$ cat src/rtl/sdram_pkg.sv
// Shared SDRAM command encodings, init FSM states, phase map and address helpers.
// No logic and no latency; backpressure does not apply.
package sdram_pkg;

    localparam logic [3:0] CMD_NOP   = 4'b0111;
    localparam logic [3:0] CMD_ACT   = 4'b0011;
    localparam logic [3:0] CMD_READ  = 4'b0101;
    localparam logic [3:0] CMD_WRITE = 4'b0100;
    localparam logic [3:0] CMD_PRE   = 4'b0010;
    localparam logic [3:0] CMD_REF   = 4'b0001;
    localparam logic [3:0] CMD_MRS   = 4'b0000;

    // CL2, sequential, burst length 1
    localparam logic [12:0] MODE_REG = 13'h020;
    localparam logic [12:0] A10_BIT  = 13'h400;

    localparam int          CAS_LAT   = 2;
    localparam logic [2:0]  ACT_PHASE = 3'd0;
    localparam logic [2:0]  CMD_PHASE = 3'd2;
    localparam logic [2:0]  CAP_PHASE = 3'(int'(CMD_PHASE) + CAS_LAT);

    typedef enum logic [2:0] {
        ST_INIT_WAIT,
        ST_INIT_PRE,
        ST_INIT_REF1,
        ST_INIT_REF2,
        ST_INIT_MRS,
        ST_RUN
    } state_t;

    typedef struct packed {
        logic [1:0]  ba;
        logic [8:0]  col;
        logic [15:0] din;
        logic [1:0]  ds;
        logic        wr;
    } req_t;

    function automatic logic [12:0] row_of(input logic [20:0] addr);
        return {3'b000, addr[20:11]};
    endfunction

    function automatic logic [12:0] col_of(input logic [8:0] col);
        return {4'b0000, col};
    endfunction

endpackage

$ cat src/rtl/sdram_refresh_timer.sv
// Refresh interval timer with a single sticky pending flag.
// Pending rises one clock after the interval expires; clears on clr.
// No backpressure: repeated expiries while pending collapse into one flag.
module sdram_refresh_timer #(
    parameter int REFRESH_INTERVAL = 500
) (
    input  logic clk_sys,
    input  logic RESET,
    input  logic en,
    input  logic clr,
    output logic ref_pend
);

    localparam int CNT_W = (REFRESH_INTERVAL > 1) ? $clog2(REFRESH_INTERVAL) : 1;

    logic [CNT_W-1:0] cnt;
    logic             expire;

    assign expire = (cnt == CNT_W'(REFRESH_INTERVAL - 1));

    always_ff @(posedge clk_sys) begin
        if (RESET) begin
            cnt      <= '0;
            ref_pend <= 1'b0;
        end else begin
            if (en) begin
                cnt <= expire ? '0 : cnt + 1'b1;
            end
            // a fresh expiry wins over a same-cycle clear so no interval is lost
            if (en && expire) begin
                ref_pend <= 1'b1;
            end else if (clr) begin
                ref_pend <= 1'b0;
            end
        end
    end

endmodule

$ cat src/rtl/sdram_phase_ctrl.sv
// Phase-locked SDRAM controller: init sequence, one access per 8-phase cycle, auto refresh.
// Commands registered (visible after the deciding edge); read data captured at CAP_PHASE.
// No backpressure: a request at ACT_PHASE is always accepted once init is done.
module sdram_phase_ctrl
    import sdram_pkg::*;
#(
    parameter int INIT_WAIT        = 6400,
    parameter int REFRESH_INTERVAL = 500
) (
    input  logic        clk,
    input  logic        reset,
    input  logic [2:0]  busPhase,
    input  logic [20:0] ram_addr,
    input  logic [15:0] ram_din,
    input  logic [1:0]  ram_ds,
    input  logic        ram_we,
    input  logic        ram_oe,
    output logic [15:0] ram_dout,
    output logic        init_done,
    output logic        sd_cke,
    output logic        sd_cs_n,
    output logic        sd_ras_n,
    output logic        sd_cas_n,
    output logic        sd_we_n,
    output logic [1:0]  sd_ba,
    output logic [12:0] sd_addr,
    output logic [1:0]  sd_dqm,
    output logic [15:0] sd_dq_o,
    output logic        sd_dq_oe,
    input  logic [15:0] sd_dq_i
);

    state_t      st_q, st_nxt;
    logic [15:0] wait_cnt;
    logic        wait_done;
    req_t        req_q;
    logic        acc_vld_q;
    logic        rd_vld_q;
    logic        ref_pend;
    logic        ref_clr;
    logic        req_ld;
    logic        acc_issue;
    logic        at_act;

    logic [3:0]  cmd_q, cmd_nxt;
    logic [1:0]  ba_nxt;
    logic [12:0] addr_nxt;
    logic [1:0]  dqm_nxt;
    logic [15:0] dq_o_nxt;
    logic        dq_oe_nxt;

    assign wait_done = (wait_cnt == 16'(INIT_WAIT - 1));
    assign at_act    = (busPhase == ACT_PHASE);

    sdram_refresh_timer #(
        .REFRESH_INTERVAL(REFRESH_INTERVAL)
    ) u_refresh_timer (
        .clk_sys  (clk),
        .RESET    (reset),
        .en       (st_q == ST_RUN),
        .clr      (ref_clr),
        .ref_pend (ref_pend)
    );

    always_ff @(posedge clk) begin
        if (reset) begin
            st_q <= ST_INIT_WAIT;
        end else begin
            st_q <= st_nxt;
        end
    end

    always_comb begin
        st_nxt    = st_q;
        cmd_nxt   = CMD_NOP;
        ba_nxt    = 2'b00;
        addr_nxt  = 13'h0000;
        dqm_nxt   = 2'b11;
        dq_o_nxt  = 16'h0000;
        dq_oe_nxt = 1'b0;
        req_ld    = 1'b0;
        acc_issue = 1'b0;
        ref_clr   = 1'b0;
        unique case (st_q)
            ST_INIT_WAIT: begin
                if (wait_done) st_nxt = ST_INIT_PRE;
            end
            ST_INIT_PRE: begin
                if (at_act) begin
                    cmd_nxt  = CMD_PRE;
                    addr_nxt = A10_BIT;
                    st_nxt   = ST_INIT_REF1;
                end
            end
            ST_INIT_REF1: begin
                if (at_act) begin
                    cmd_nxt = CMD_REF;
                    st_nxt  = ST_INIT_REF2;
                end
            end
            ST_INIT_REF2: begin
                if (at_act) begin
                    cmd_nxt = CMD_REF;
                    st_nxt  = ST_INIT_MRS;
                end
            end
            ST_INIT_MRS: begin
                if (at_act) begin
                    cmd_nxt  = CMD_MRS;
                    addr_nxt = MODE_REG;
                    st_nxt   = ST_RUN;
                end
            end
            ST_RUN: begin
                if (at_act) begin
                    if (ram_we || ram_oe) begin
                        req_ld   = 1'b1;
                        cmd_nxt  = CMD_ACT;
                        ba_nxt   = ram_addr[10:9];
                        addr_nxt = row_of(ram_addr);
                    end else if (ref_pend) begin
                        cmd_nxt = CMD_REF;
                        ref_clr = 1'b1;
                    end
                end else if (busPhase == CMD_PHASE && acc_vld_q) begin
                    acc_issue = 1'b1;
                    ba_nxt    = req_q.ba;
                    addr_nxt  = col_of(req_q.col) | A10_BIT;
                    if (req_q.wr) begin
                        cmd_nxt   = CMD_WRITE;
                        dq_o_nxt  = req_q.din;
                        dq_oe_nxt = 1'b1;
                        dqm_nxt   = ~req_q.ds;
                    end else begin
                        cmd_nxt = CMD_READ;
                        dqm_nxt = 2'b00;
                    end
                end else if (rd_vld_q) begin
                    // keep both lanes unmasked until read data is captured
                    dqm_nxt = 2'b00;
                end
            end
            default: st_nxt = ST_INIT_WAIT;
        endcase
    end

    always_ff @(posedge clk) begin
        if (reset) begin
            wait_cnt  <= 16'h0000;
            req_q     <= '0;
            acc_vld_q <= 1'b0;
            rd_vld_q  <= 1'b0;
            ram_dout  <= 16'h0000;
            cmd_q     <= CMD_NOP;
            sd_ba     <= 2'b00;
            sd_addr   <= 13'h0000;
            sd_dqm    <= 2'b11;
            sd_dq_o   <= 16'h0000;
            sd_dq_oe  <= 1'b0;
        end else begin
            if (st_q == ST_INIT_WAIT && !wait_done) begin
                wait_cnt <= wait_cnt + 16'd1;
            end
            if (req_ld) begin
                req_q     <= '{ba: ram_addr[10:9], col: ram_addr[8:0], din: ram_din,
                               ds: ram_ds, wr: ram_we};
                acc_vld_q <= 1'b1;
            end else if (acc_issue) begin
                acc_vld_q <= 1'b0;
            end
            if (acc_issue && !req_q.wr) begin
                rd_vld_q <= 1'b1;
            end else if (rd_vld_q && busPhase == CAP_PHASE) begin
                rd_vld_q <= 1'b0;
                ram_dout <= sd_dq_i;
            end
            cmd_q    <= cmd_nxt;
            sd_ba    <= ba_nxt;
            sd_addr  <= addr_nxt;
            sd_dqm   <= dqm_nxt;
            sd_dq_o  <= dq_o_nxt;
            sd_dq_oe <= dq_oe_nxt;
        end
    end

    assign {sd_cs_n, sd_ras_n, sd_cas_n, sd_we_n} = cmd_q;
    assign sd_cke    = 1'b1;
    assign init_done = (st_q == ST_RUN);

endmodule
$ cat config.mk
export PLATFORM = sky130hd
export DESIGN_NAME = sdram_phase_ctrl
export DESIGN_NICKNAME = d
export VERILOG_FILES = /design/src/rtl/sdram_pkg.sv /design/src/rtl/sdram_refresh_timer.sv /design/src/rtl/sdram_phase_ctrl.sv
export SDC_FILE = /design/constraint.sdc
export NUM_CORES = 1
export LEC_CHECK = 0
export ABC_AREA = 1
export CAP_MARGIN = 15
export CORE_MARGIN = 8
export CORE_UTILIZATION = 45
export CTS_CLUSTER_DIAMETER = 120
export DETAILED_ROUTE_END_ITERATION = 12
export PLACE_DENSITY = 0.75
export SYNTH_ARGS = -nofsm -noshare
export SYNTH_HDL_FRONTEND = slang
export SYNTH_SLANG_ARGS = --single-unit
$ cat constraint.sdc
create_clock -name clk -period 1.8 [get_ports clk]
set_input_delay 0.27 -clock clk [delete_from_list [all_inputs] [get_ports clk]]
set_output_delay 0.27 -clock clk [all_outputs]
set_load 0.1 [all_outputs]
# Yosys cells after proc, flatten, opt, wreduce, memory -nomap -nowiden
# Index checks and enable logic that the tools add are counted.
[totals]
reg_bits = 115
inputBits = 62
output_inout_bits = 56
wordCells = 104
[op_classes]
n_addsub = 2
eq_ne = 14
muxes = 45
n_bitwise = 5
reduce_logical = 20
[op_table]
columns = ["operator", "count"]
rows = [
  ["13-bit one-hot mux with 3 select lines", 1],
  ["3-bit 2-to-1 mux", 10],
  ["11-bit 2-to-1 mux", 2],
  ["1-bit 2-to-1 mux", 18],
  ["3-bit one-hot mux with 6 select lines", 1],
  ["16-bit by 1-bit adder with 16-bit output (second input constant)", 1],
  ["16-bit by 13-bit == test with 1-bit output (second input constant)", 1],
  ["4-bit one-hot mux with 4 select lines", 1],
  ["2-bit 2-to-1 mux", 7],
  ["13-bit 2-to-1 mux", 1],
  ["10-bit 2-to-1 mux", 1],
  ["2-bit != test (second input constant)", 5],
  ["9-bit by 1-bit adder with 9-bit output (second input constant)", 1],
  ["3-bit by 2-bit == test with 1-bit output (second input constant)", 3],
  ["3-bit == test (second input constant)", 3],
  ["9-bit == test (second input constant)", 1],
  ["9-bit 2-to-1 mux", 1],
  ["3-bit zero test", 2],
  ["6-bit 2-to-1 mux", 1],
  ["6-bit AND reduction", 1],
  ["2-bit nonzero test", 3],
  ["1-bit logical AND", 5],
  ["5-bit OR reduction", 1],
  ["4-bit 2-to-1 mux", 1],
  ["other kinds (9)", 14],
]

# Logic depth before layout (Yosys ltp)
[depth]
ltp_word = 8
depth_mapped = 11
mapped_depth_nobuf = 11

# Hierarchy
# From an unflattened synthesis, not the netlist that was laid out.
[hier_totals]
cells_unflattened = 590
hier_area_um2 = 4559.4
[modules_own_cells]
columns = ["module", "instances", "cells_each", "area_per_inst_um2", "seq_area_each_um2"]
rows = [
  ["sdram_phase_ctrl", 1, 518, 3993.8, 2042.0],
  ["sdram_refresh_timer", 1, 72, 565.5, 200.2],
]

# Worst setup path after synthesis
# Ideal clock, no wire load.
[synth_path]
path_kind = "reg-to-reg"
startpoint = "register st_q[2]"
endpoint = "register acc_vld_q"
setup_ns = 0.070
t_arrival_ns = 1.504
required_time_ns = 1.730
slack_ns = 0.226
path_stages_with_launch = 8
path_buffers = 3
synth_period_minus_slack_ns = 1.574
path_cell_list = "dfxtp_1 -> buf_4 -> nand3_4 -> inv_2 -> nand2_2 -> buf_2 -> buf_6 -> a21oi_1"
[synth_via]
elab_chain_cells = 3
word_cells_on_any_way = 5
cone_classes = "eq/ne: 1; mux: 3; reduce/logical: 1"
[synth_lines]
columns = ["item", "line", "source"]
rows = [
  ["start: declaration", "sdram_phase_ctrl.sv:33", "state_t st_q, st_nxt;"],
  ["start signal: assignment", "sdram_phase_ctrl.sv:69", "st_q <= st_nxt;"],
  ["3-bit == test (*)", "--", ""],
  ["net init_done", "sdram_phase_ctrl.sv:19", "output logic init_done,"],
  ["1-bit 2-to-1 mux", "sdram_phase_ctrl.sv:84", "unique case (st_q)"],
  ["1-bit 2-to-1 mux or 2-bit nonzero test (tied branches)", "--", ""],
  ["end signal: assignment", "sdram_phase_ctrl.sv:151", "acc_vld_q <= 1'b0;"],
  ["end signal: assignment", "sdram_phase_ctrl.sv:167", "acc_vld_q <= 1'b1;"],
  ["end signal: assignment", "sdram_phase_ctrl.sv:169", "acc_vld_q <= 1'b0;"],
  ["end: declaration", "sdram_phase_ctrl.sv:37", "logic acc_vld_q;"],
]
# The timed path passes the listed nets; every way through them passes the cells marked *.
# A chain may end at the register's enable or synchronous reset.

# Final worst setup path
[layout_path]
startpoint = "register st_q[0]"
endpoint = "output port init_done"
[layout_via]
elab_chain_cells = 1
[layout_lines]
columns = ["item", "line", "source"]
rows = [
  ["3-bit == test", "sdram_phase_ctrl.sv:188", "assign init_done = (st_q == ST_RUN);"],
  ["end: declaration", "sdram_phase_ctrl.sv:19", ""],
]
# No other way between the ends.

==> out/results.ini <==
[finish]
multi_input_area_mm2=0.00189
num-nets-final=784
layout-drive-gt1-share_pct=16.3
regArea_mm2=0.00224
n_fill_cell=839
area_delta_synth_final_pct=32.5
insertedDiodeCount=0

[power_and_ir_drop]
cellLeakagePower_nw=2.35
power_mw=4.74
p_per_area_mw_per_mm2=793
comb_power_share_pct=12.1
intPower_mw=3.54
clkPwrFrac_pct=34.2
p_switching_mw=1.20
peakVddDrop_v=0.000465
switching_share_pct=25.4
seq_power_share_pct=53.8

[routing]
dr.pass1.iters=4
vias=4152
drtIter0Drc=250
route.detailed.drc=0
post_drt_wl_per_cell_um=13.1
ant_nets=0
via_per_inst=4.84
routed_wl_um=11300

[sta]
fin_crit_ps=1660
rsz0062_at_grt=false
hold_viol=0
slew_violations=0
finalCritPeriodShare_pct=92.4
fmax_mhz=601
worst_slack_ps=136
setup_violations=0
skew_ps=12.2
setup_tns_ps=0

[yosys]
yosysMostFrequentCell=nor2_1
synth_top_area_share_pct=49.7
ys_ff_latch=112
syn_area_mm2=0.00451
synth.area.top_cells=dfxtp_1, nor2_1, nand2_1
synth_cell_types=31
netlist_instances=598
synth_edf_count=0
yosysTopAreaCell=dfxtp_1
yosysWarnings=0
synth-main-ff-cell=dfxtp_1
ys_top_cells_by_count=nor2_1, dfxtp_1, nand2_1
avgSynthCellArea_um2=7.54
synth_async_sr_flop_share_pct=0
ys_seq_area_share_pct=49.7

[cts]
cts-root-buf=clkbuf_8
clk_pin_slew_ps=100
numClockSinks=112
cts_made_buffers=9
cts_max_path_buffers=2
cts_tree=yes
clk-insertion-delay-late_ps=360
htree_levels=3

[flow_run]
cap_violations=0

[floorplan]
fp.dieW_um=116
core_mm2=0.00977
initial_core_util_pct=46.1
fp-row-count=36
die_area_mm2=0.0135
die_y_um=116
io_pins=118

[global_routing]
grt_max_degree=51
grt_use_total_pct=16.4
grt_antenna_before_repair=0
overflow=0
grt_pass1_vias=3862
grt_first_pass_wirelength_um=17800

[placement]
gp_congestion=0.870
dp_slack_ps=17.1
port_buffers=113
dp_hpwl_um=8600

[critical_path]
crit_arrival_ps=1390
end_kind=output pin
start_kind=flip-flop
path_max_fanout=8
ff2ff_setup_slack_ps=150
cp_data_required_time_ps=1530
crit_type=reg2out

[min_path]
hold_path_class=reg2reg

[outcome]
status=completed

==> metal layers <==
layer / up-vias / track usage, % / wire length, um
li1: 2142 / - / -
met2: 102 / 28.3 / 5580
met1: 1900 / 19.5 / 4840
met3: 8 / 4.34 / 714
met4: 0 / 4.67 / 125
met5: - / 0 / 0
==> stage by stage <==
stage / cell area (um2) / hold WS, ps / cells / utilization (%)
after floorplan: 4520 / 408 / 600 / -
final: 5980 / 448 / 858 / 61.1
after global placement: 5760 / 426 / 842 / 58.9
after detailed placement: 5760 / 430 / 842 / 58.9
after global routing: 5980 / 462 / 858 / 61.1
after CTS: 5980 / 446 / 858 / 61.1
==> cells in the final DEF, fill, tap and decap left out, types with 2 or more instances in the layout <==
cell type,Yosys,final
nor2_1,119,119
dfxtp_1,112,111
nand2_1,104,104
buf_4,7,72
clkdlybuf4s50_1,0,61
o21ai_0,56,56
inv_1,49,49
a21oi_1,46,46
nand3_1,21,21
nand4_1,9,9
nor2_2,9,9
clkbuf_8,0,9
a22oi_1,7,7
buf_12,0,5
inv_2,4,4
nor3_1,4,4
nor3b_1,4,4
nand2_2,4,4
conb_1,2,4
nor2_4,3,3
clkinvlp_4,0,3
nor3_4,2,2
clkinv_1,2,2
a211oi_1,2,2
o211ai_1,2,2
xnor2_1,2,2
ha_1,2,2
bufinv_16,0,2
==> worst paths after layout <==
| path | from | to | cells past startpoint |
|---|---|---|---|
| worst max-delay path | st_q[0]$_SDFFE_PP0P_ | init_done | 3 |
| worst min-delay path | req_q[7]$_SDFFE_PP0P_ | sd_dq_o[4]$_SDFF_PP0_ | 2 |
| worst max register to register | st_q[0]$_SDFFE_PP0P_ | req_q[23]$_SDFFE_PP0P_ | 6 |
| worst min register to register | req_q[7]$_SDFFE_PP0P_ | sd_dq_o[4]$_SDFF_PP0_ | 2 |
==> power by group through the flow <==
stage	Sequential (mW)	Combinational, mW	Clock, mW
CTS	2.55	0.573	1.66
global placement	2.60	0.557	0
finish	2.55	0.573	1.62
detailed placement	2.61	0.566	0
floorplan	2.67	0.279	0
global route	2.55	0.621	1.77
==> state kept, by name, indices dropped and copies added, names as in the netlist <==
signal                    count
sd_dq_o                      16
u_refresh_timer.cnt           9
sd_dqm                        2
st_q                          3
ram_dout                     16
sd_dq_oe                      1
req_q                        30
sd_addr                      11
rd_vld_q                      1
sd_ba                         2
acc_vld_q                     1
wait_cnt                     16
u_refresh_timer.ref_pend      1
cmd_q                         3
==> kinds of logic (layout without fill, tap and decap cells) <==
group / Yosys count / after routing / share of synthesized area (%)
fa+ha+maj: 2 / 2 / 0.555
buf+inv: 84 / 209 / 8.52
other cells: 2 / 4 / 0.167
compound gates: 113 / 113 / 13.2
xor+xnor: 3 / 3 / 0.583
flops: 112 / 112 / 49.7
simple gates: 282 / 282 / 27.3
==> worst max-delay path: stages (launching register included) <==
cell	delay, ps
dfxtp_1	570
nand3_4	110
inv_2	160
buf_12	200
==> what timing repair did <==
item,in CTS,in global routing
setup endpoints to repair,0,2
gates resized for setup,0,1
buffers inserted,0,0
hold buffers,0,0
==> final cells by class <==
class                           instances  area share, %
Multi-Input combinational cell        404           31.6
Clock inverter                          6           1.53
Inverter                               55           3.45
Tap cell                              133           2.78
Timing Repair Buffer                  138           20.9
Sequential cell                       112           37.5
Clock buffer                           10           2.14
(Power assumes the default switching activity.)
